File: config.mk
export PLATFORM = sky130hd
export DESIGN_NAME = counter_game_param_flat
export DESIGN_NICKNAME = d
export VERILOG_FILES = /design/src/rtl/counter_game_param_if.sv /design/src/rtl/counter_game_param.sv /design/src/flat_wrapper.sv
export SDC_FILE = /design/constraint.sdc
export NUM_CORES = 1
export LEC_CHECK = 0
export ABC_AREA = 1
export CAP_MARGIN = 10
export CORE_MARGIN = 10
export CORE_UTILIZATION = 25
export CTS_BUF_LIST = sky130_fd_sc_hd__clkbuf_8 sky130_fd_sc_hd__clkbuf_16
export CTS_CLUSTER_SIZE = 24
export DETAILED_ROUTE_END_ITERATION = 8
export GPL_ROUTABILITY_DRIVEN = 0
export RECOVER_POWER = 25
export SLEW_MARGIN = 20
export SYNTH_ARGS = -nofsm -noshare
export SYNTH_HDL_FRONTEND = slang
export SYNTH_SLANG_ARGS = --single-unit
export TNS_END_PERCENT = 5
File: constraint.sdc
create_clock -name clk -period 3.4 [get_ports clk]
set_clock_uncertainty 0.05 [all_clocks]
set_input_delay 0.68 -clock clk [delete_from_list [all_inputs] [get_ports clk]]
set_output_delay 0.68 -clock clk [all_outputs]
set_load 0.02 [all_outputs]
File: src/rtl/counter_game_param_if.sv
// Driver/observer bundle for the parametrised counter game.
// The master side drives the controls; the slave side (the game) drives the results.
interface counter_game_param_if #(
    parameter int WIDTH   = 4,
    parameter int SCORE_W = 4
);
    logic               en;
    logic [1:0]         control;
    logic               INIT;
    logic [WIDTH-1:0]   load_value;
    logic [WIDTH-1:0]   count_out;
    logic [SCORE_W-1:0] winner_count;
    logic [SCORE_W-1:0] loser_count;
    logic               WINNER;
    logic               LOSER;
    logic               GAMEOVER;
    logic [1:0]         WHO;

    modport master (
        output en, control, INIT, load_value,
        input  count_out, winner_count, loser_count, WINNER, LOSER, GAMEOVER, WHO
    );

    modport slave (
        input  en, control, INIT, load_value,
        output count_out, winner_count, loser_count, WINNER, LOSER, GAMEOVER, WHO
    );
endinterface

File: src/rtl/counter_game_param.sv
// Parametrised up/down counter game: landing on all-ones scores a win,
// landing on zero scores a loss; the first score to reach WIN_LIMIT ends the game.
module counter_game_param #(
    parameter int WIDTH        = 4,
    parameter int SCORE_W      = 4,
    parameter int STEP_BIG     = 2,
    parameter int WIN_LIMIT    = 15,
    parameter int AUTO_RESTART = 0
) (
    input  logic clk,
    input  logic rst,
    counter_game_param_if.slave bus
);

    typedef enum logic {
        PLAY = 1'b0,
        OVER = 1'b1
    } state_t;

    localparam logic [WIDTH-1:0]   MAX_VAL   = {WIDTH{1'b1}};
    localparam logic [WIDTH-1:0]   ZERO_VAL  = '0;
    localparam logic [WIDTH-1:0]   BIG_STEP  = WIDTH'(STEP_BIG);
    localparam logic [WIDTH-1:0]   UNIT_STEP = WIDTH'(1);
    localparam logic [SCORE_W-1:0] LIMIT     = SCORE_W'(WIN_LIMIT);
    localparam logic [SCORE_W-1:0] SCORE_ONE = SCORE_W'(1);
    localparam bit                 AUTO      = (AUTO_RESTART != 0);

    localparam logic [1:0] WHO_NONE = 2'b00;
    localparam logic [1:0] WHO_LOSS = 2'b01;
    localparam logic [1:0] WHO_WIN  = 2'b10;

    state_t             state_q, state_d;
    logic [WIDTH-1:0]   count_q, count_d;
    logic [SCORE_W-1:0] win_q, win_d;
    logic [SCORE_W-1:0] lose_q, lose_d;
    logic               winner_q, winner_d;
    logic               loser_q, loser_d;
    logic [1:0]         who_q, who_d;

    logic [WIDTH-1:0]   step_mag;
    logic [WIDTH-1:0]   step_next;
    logic [SCORE_W-1:0] win_inc;
    logic [SCORE_W-1:0] lose_inc;

    // Wrap-around is free: the add/subtract is naturally modulo 2**WIDTH.
    always_comb begin
        step_mag  = bus.control[0] ? BIG_STEP : UNIT_STEP;
        step_next = bus.control[1] ? (count_q - step_mag) : (count_q + step_mag);
        win_inc   = win_q + SCORE_ONE;
        lose_inc  = lose_q + SCORE_ONE;
    end

    always_ff @(posedge clk) begin
        if (rst) begin
            state_q  <= PLAY;
            count_q  <= '0;
            win_q    <= '0;
            lose_q   <= '0;
            winner_q <= 1'b0;
            loser_q  <= 1'b0;
            who_q    <= WHO_NONE;
        end else begin
            state_q  <= state_d;
            count_q  <= count_d;
            win_q    <= win_d;
            lose_q   <= lose_d;
            winner_q <= winner_d;
            loser_q  <= loser_d;
            who_q    <= who_d;
        end
    end

    // INIT overrides whatever the game state would otherwise do on this edge.
    always_comb begin
        state_d  = state_q;
        count_d  = count_q;
        win_d    = win_q;
        lose_d   = lose_q;
        winner_d = 1'b0;
        loser_d  = 1'b0;
        who_d    = who_q;

        if (bus.INIT) begin
            state_d = PLAY;
            count_d = bus.load_value;
            win_d   = '0;
            lose_d  = '0;
            who_d   = WHO_NONE;
        end else begin
            unique case (state_q)
                PLAY: begin
                    if (bus.en) begin
                        count_d = step_next;
                        if (step_next == MAX_VAL) begin
                            winner_d = 1'b1;
                            win_d    = win_inc;
                            if (win_inc == LIMIT) begin
                                state_d = OVER;
                                who_d   = WHO_WIN;
                            end
                        end else if (step_next == ZERO_VAL) begin
                            loser_d = 1'b1;
                            lose_d  = lose_inc;
                            if (lose_inc == LIMIT) begin
                                state_d = OVER;
                                who_d   = WHO_LOSS;
                            end
                        end
                    end
                end
                OVER: begin
                    if (AUTO) begin
                        state_d = PLAY;
                        win_d   = '0;
                        lose_d  = '0;
                        who_d   = WHO_NONE;
                    end
                end
                default: state_d = PLAY;
            endcase
        end
    end

    assign bus.count_out    = count_q;
    assign bus.winner_count = win_q;
    assign bus.loser_count  = lose_q;
    assign bus.WINNER       = winner_q;
    assign bus.LOSER        = loser_q;
    assign bus.GAMEOVER     = (state_q == OVER);
    assign bus.WHO          = who_q;

endmodule

File: src/flat_wrapper.sv
// flat-port wrapper written by rule: the top's interface ports become plain ports
module counter_game_param_flat 
#(
    parameter int WIDTH        = 4,
    parameter int SCORE_W      = 4,
    parameter int STEP_BIG     = 2,
    parameter int WIN_LIMIT    = 15,
    parameter int AUTO_RESTART = 0
)
  (clk, rst, bus_en, bus_control, bus_INIT, bus_load_value, bus_count_out, bus_winner_count, bus_loser_count, bus_WINNER, bus_LOSER, bus_GAMEOVER, bus_WHO);
  counter_game_param_if #(.WIDTH(WIDTH), .SCORE_W(SCORE_W)) bus_i ();
  input  logic clk;
  input  logic rst;
  input wire logic [$bits(bus_i.en)-1:0] bus_en;
  input wire logic [$bits(bus_i.control)-1:0] bus_control;
  input wire logic [$bits(bus_i.INIT)-1:0] bus_INIT;
  input wire logic [$bits(bus_i.load_value)-1:0] bus_load_value;
  output wire logic [$bits(bus_i.count_out)-1:0] bus_count_out;
  output wire logic [$bits(bus_i.winner_count)-1:0] bus_winner_count;
  output wire logic [$bits(bus_i.loser_count)-1:0] bus_loser_count;
  output wire logic [$bits(bus_i.WINNER)-1:0] bus_WINNER;
  output wire logic [$bits(bus_i.LOSER)-1:0] bus_LOSER;
  output wire logic [$bits(bus_i.GAMEOVER)-1:0] bus_GAMEOVER;
  output wire logic [$bits(bus_i.WHO)-1:0] bus_WHO;
  assign bus_i.en = bus_en;
  assign bus_i.control = bus_control;
  assign bus_i.INIT = bus_INIT;
  assign bus_i.load_value = bus_load_value;
  assign bus_count_out = bus_i.count_out;
  assign bus_winner_count = bus_i.winner_count;
  assign bus_loser_count = bus_i.loser_count;
  assign bus_WINNER = bus_i.WINNER;
  assign bus_LOSER = bus_i.LOSER;
  assign bus_GAMEOVER = bus_i.GAMEOVER;
  assign bus_WHO = bus_i.WHO;
  counter_game_param #(.WIDTH(WIDTH), .SCORE_W(SCORE_W), .STEP_BIG(STEP_BIG), .WIN_LIMIT(WIN_LIMIT), .AUTO_RESTART(AUTO_RESTART)) u_core (.clk(clk), .rst(rst), .bus(bus_i));
endmodule
==> metrics.csv <==
stage,metric,value,unit
sta,grt_setup_unrepaired,false,
grt,antenna_found_initial,0,
floorplanning,dieArea,6900,sq um
route,drtAntennaViolNets,0,
synth,synth_ff_type,dfxtp_1,
sta,hold_viol,0,
clock_tree,clockRootBuffer,clkbuf_8,
synth,synth.most_common_cell,nand2_1,
place,io_buffers,26,
grt,grt_max_degree,11,
sta,fin_tns_setup,0,ns
floorplanning,coreArea,3740,sq um
sta,fin_crit_sh,78.7,%
sta,worstMarginPinSlew,0.469,ns
synth,synth_cells,141,
route,routed_wl,2340,um
clock_tree,cts_setup_buffers,0,
synth,synthTopCellsByCount,"45 x nand2_1, 18 x inv_1, 17 x dfxtp_1",
worst_setup_path,crit_path_cell_trace,clkdlybuf4s50_1 > inv_1 > nor2_1 > inv_1 > fa_1 > xnor2_1 > and2_4 > nand3_1 > nand2_1 > nand2_1 > nand2_1 > a21oi_2,
grt,grt_pass1_vias,957,
route,drc,0,
power,leakage,0.591,nW
synth,synth.area.top_cells,"dfxtp_1 34%, nand2_1 17%, ha_1 8.8%",
route,via_per_inst,4.36,
worst_setup_path,endpoint_kind,flop,
clock_tree,cts_buffer_depth,2,
final_layout,area_growth,36.9,%
route,vias,954,
sta,period_needed,2.68,ns
route,routedWlPerCell,10.7,um
synth,yosysWarnings,0,
route,dr.pass1.iters,4,
synth,ys_ff_latch,17,
clock_tree,cts.sinks,17,
route,drt_iter0_drc,33,
final_layout,final_nets,190,
floorplanning,die_w,83.1,um
worst_setup_path,path_common_cell,nand2_1,
floorplanning,die_height,83.1,um
outcome,status,"finished, final reports clean",
final_layout,layout-drive-gt1-share,8.77,%
clock_tree,cts-buffers-inserted,3,
synth,synth_cell_types,22,
place,hpwl,1930,um
floorplanning,rows,22,
clock_tree,cts_tree,done,
clock_tree,clock_latency,0.25,ns
grt,grtUsageTotal,6.94,%
final_layout,fin_util,36.4,%
synth,synth_edf_count,0,
clock_tree,cts_hold_buf,0,
sta,fmax,374,MHz
worst_setup_path,worst_path_max_delay_cell,clkdlybuf4s50_1,
final_layout,fill_cells,426,
synth,synth_area,995,sq um
worst_setup_path,critical_path_arrival,2.76,ns
synth,netlist.area_leader.share,34.2,%
power,power-per-cell-area,337,nW/um^2
final_layout,diodes,0,
worst_setup_path,r2r_setup_slack,1.41,ns
worst_setup_path,worstPathRequired,3.49,ns
grt,grt_pass1_wl,4200,um
synth,seq_area_frac_synth,34.2,%
worst_setup_path,worstPathMaxFanout,4,
grt,overflow,0,
synth,synthArstFlopShare,0,%
synth,syn-num-nets,159,
clock_tree,post_cts_resize_count,0,
power,peakVddDrop,0.148,mV
worst_setup_path,startpoint_type,primary input,
worst_setup_path,worst_path_largest_cell_delay,0.54,ns
synth,syn_area_per_cell,7.05,sq um
floorplanning,io_pins,27,
sta,slew_headroom,68.6,%
floorplanning,start_util,26.6,%
sta,final-setup-viol-count,0,
worst_hold_path,hp-class,reg -> reg,
clock_tree,clk_pin_slew_worst_paths,0.07,ns
worst_setup_path,path_class,in -> reg,
sta,drv_slew,0,
synth,synth_area_leader_cell,dfxtp_1,
flow_run,drv_cap,0,
clock_tree,htree_levels,1,
## where the power goes
part	internal, W	switching (W)
Combinational	0.0000414	0.0000538
Sequential	0.000205	0.00000581
Clock	0.0000813	0.0000725
## metrics by stage
stage                     std cells  power [W]  cell area, sq um  hold WS (ns)  setup slack (ns)
after floorplan                 141   0.000277               995         0.495              1.18
after global placement          215   0.000312              1320         0.421             0.494
after detailed placement        215   0.000312              1320         0.418             0.462
after CTS                       219   0.000467              1360         0.435             0.720
after global routing            219   0.000484              1360         0.457             0.478
final                           219   0.000459              1360         0.427             0.723
## layout by cell type, fill, tap and decap left out, types with 2 or more instances in the layout
cell and n:
o21ai_1 2, a31oi_1 4, inv_1 18, a21oi_1 8, dlygate4sd3_1 8, nand4_1 2, clkdlybuf4s50_1 18, nor2_1 12
inv_2 2, a21oi_2 3, dfxtp_1 17, nand2_2 2, clkbuf_8 3, nand3_1 10, ha_1 7, nand2_1 45
## registers in the layout (all words and copies together) (netlist names)
register	flops
u_core.bus.winner_count	4
u_core.bus.WHO	2
u_core.bus.WINNER	1
u_core.bus.loser_count	4
u_core.bus.count_out	4
u_core.bus.GAMEOVER	1
u_core.bus.LOSER	1
## path summary, 6_finish.rpt
path / to / start / depth (start not counted)
setup / recovery: u_core.bus.WHO[1] / bus_control[1] / 12
hold / removal: u_core.bus.WHO[1] / u_core.bus.WHO[1] / 2
setup reg to reg: u_core.bus.WHO[1] / u_core.bus.count_out[0] / 10
hold reg to reg: u_core.bus.WHO[1] / u_core.bus.WHO[1] / 2
## layout make-up
type | instances | area, sq um | area share [%]
clock inverters | 1 | 5.00 | 0.368
clock buffers | 3 | 41.3 | 3.03
repair buffers | 26 | 260 | 19.1
inverters | 20 | 75.1 | 5.51
flip-flops and latches | 17 | 340 | 25.0
well taps | 48 | 60.1 | 4.41
multi-input cells | 104 | 579 | 42.6
## cell families after synthesis
family	synth area share (%)
AO/OA/AOI/OAI	11.7
XOR/XNOR	0.881
AND/OR/NAND/NOR	34.8
flip-flops	34.2
adder cells (fa/ha/maj)	10.8
buffers and inverters	7.55
## metal layers
metal / vias up / track usage [%] / wire, um / share of wire, %
li1: 511 / - / - / -
met1: 423 / 8.19 / 1090 / 46
met2: 16 / 11.2 / 1070 / 46
met3: 4 / 2.64 / 157 / 6.7
met4: 0 / 2.31 / 25 / 1.1
met5: - / 0 / 0 / 0
## worst max-delay path: cells and delay by family
family | cells | cell delay (ns)
buffers and inverters | 3 | 0.71
AND/OR/NAND/NOR | 6 | 0.70
XOR/XNOR | 1 | 0.23
AO/OA/AOI/OAI | 1 | 0.05
adder cells (fa/ha/maj) | 1 | 0.40
Power figures use the tool's default switching activity.
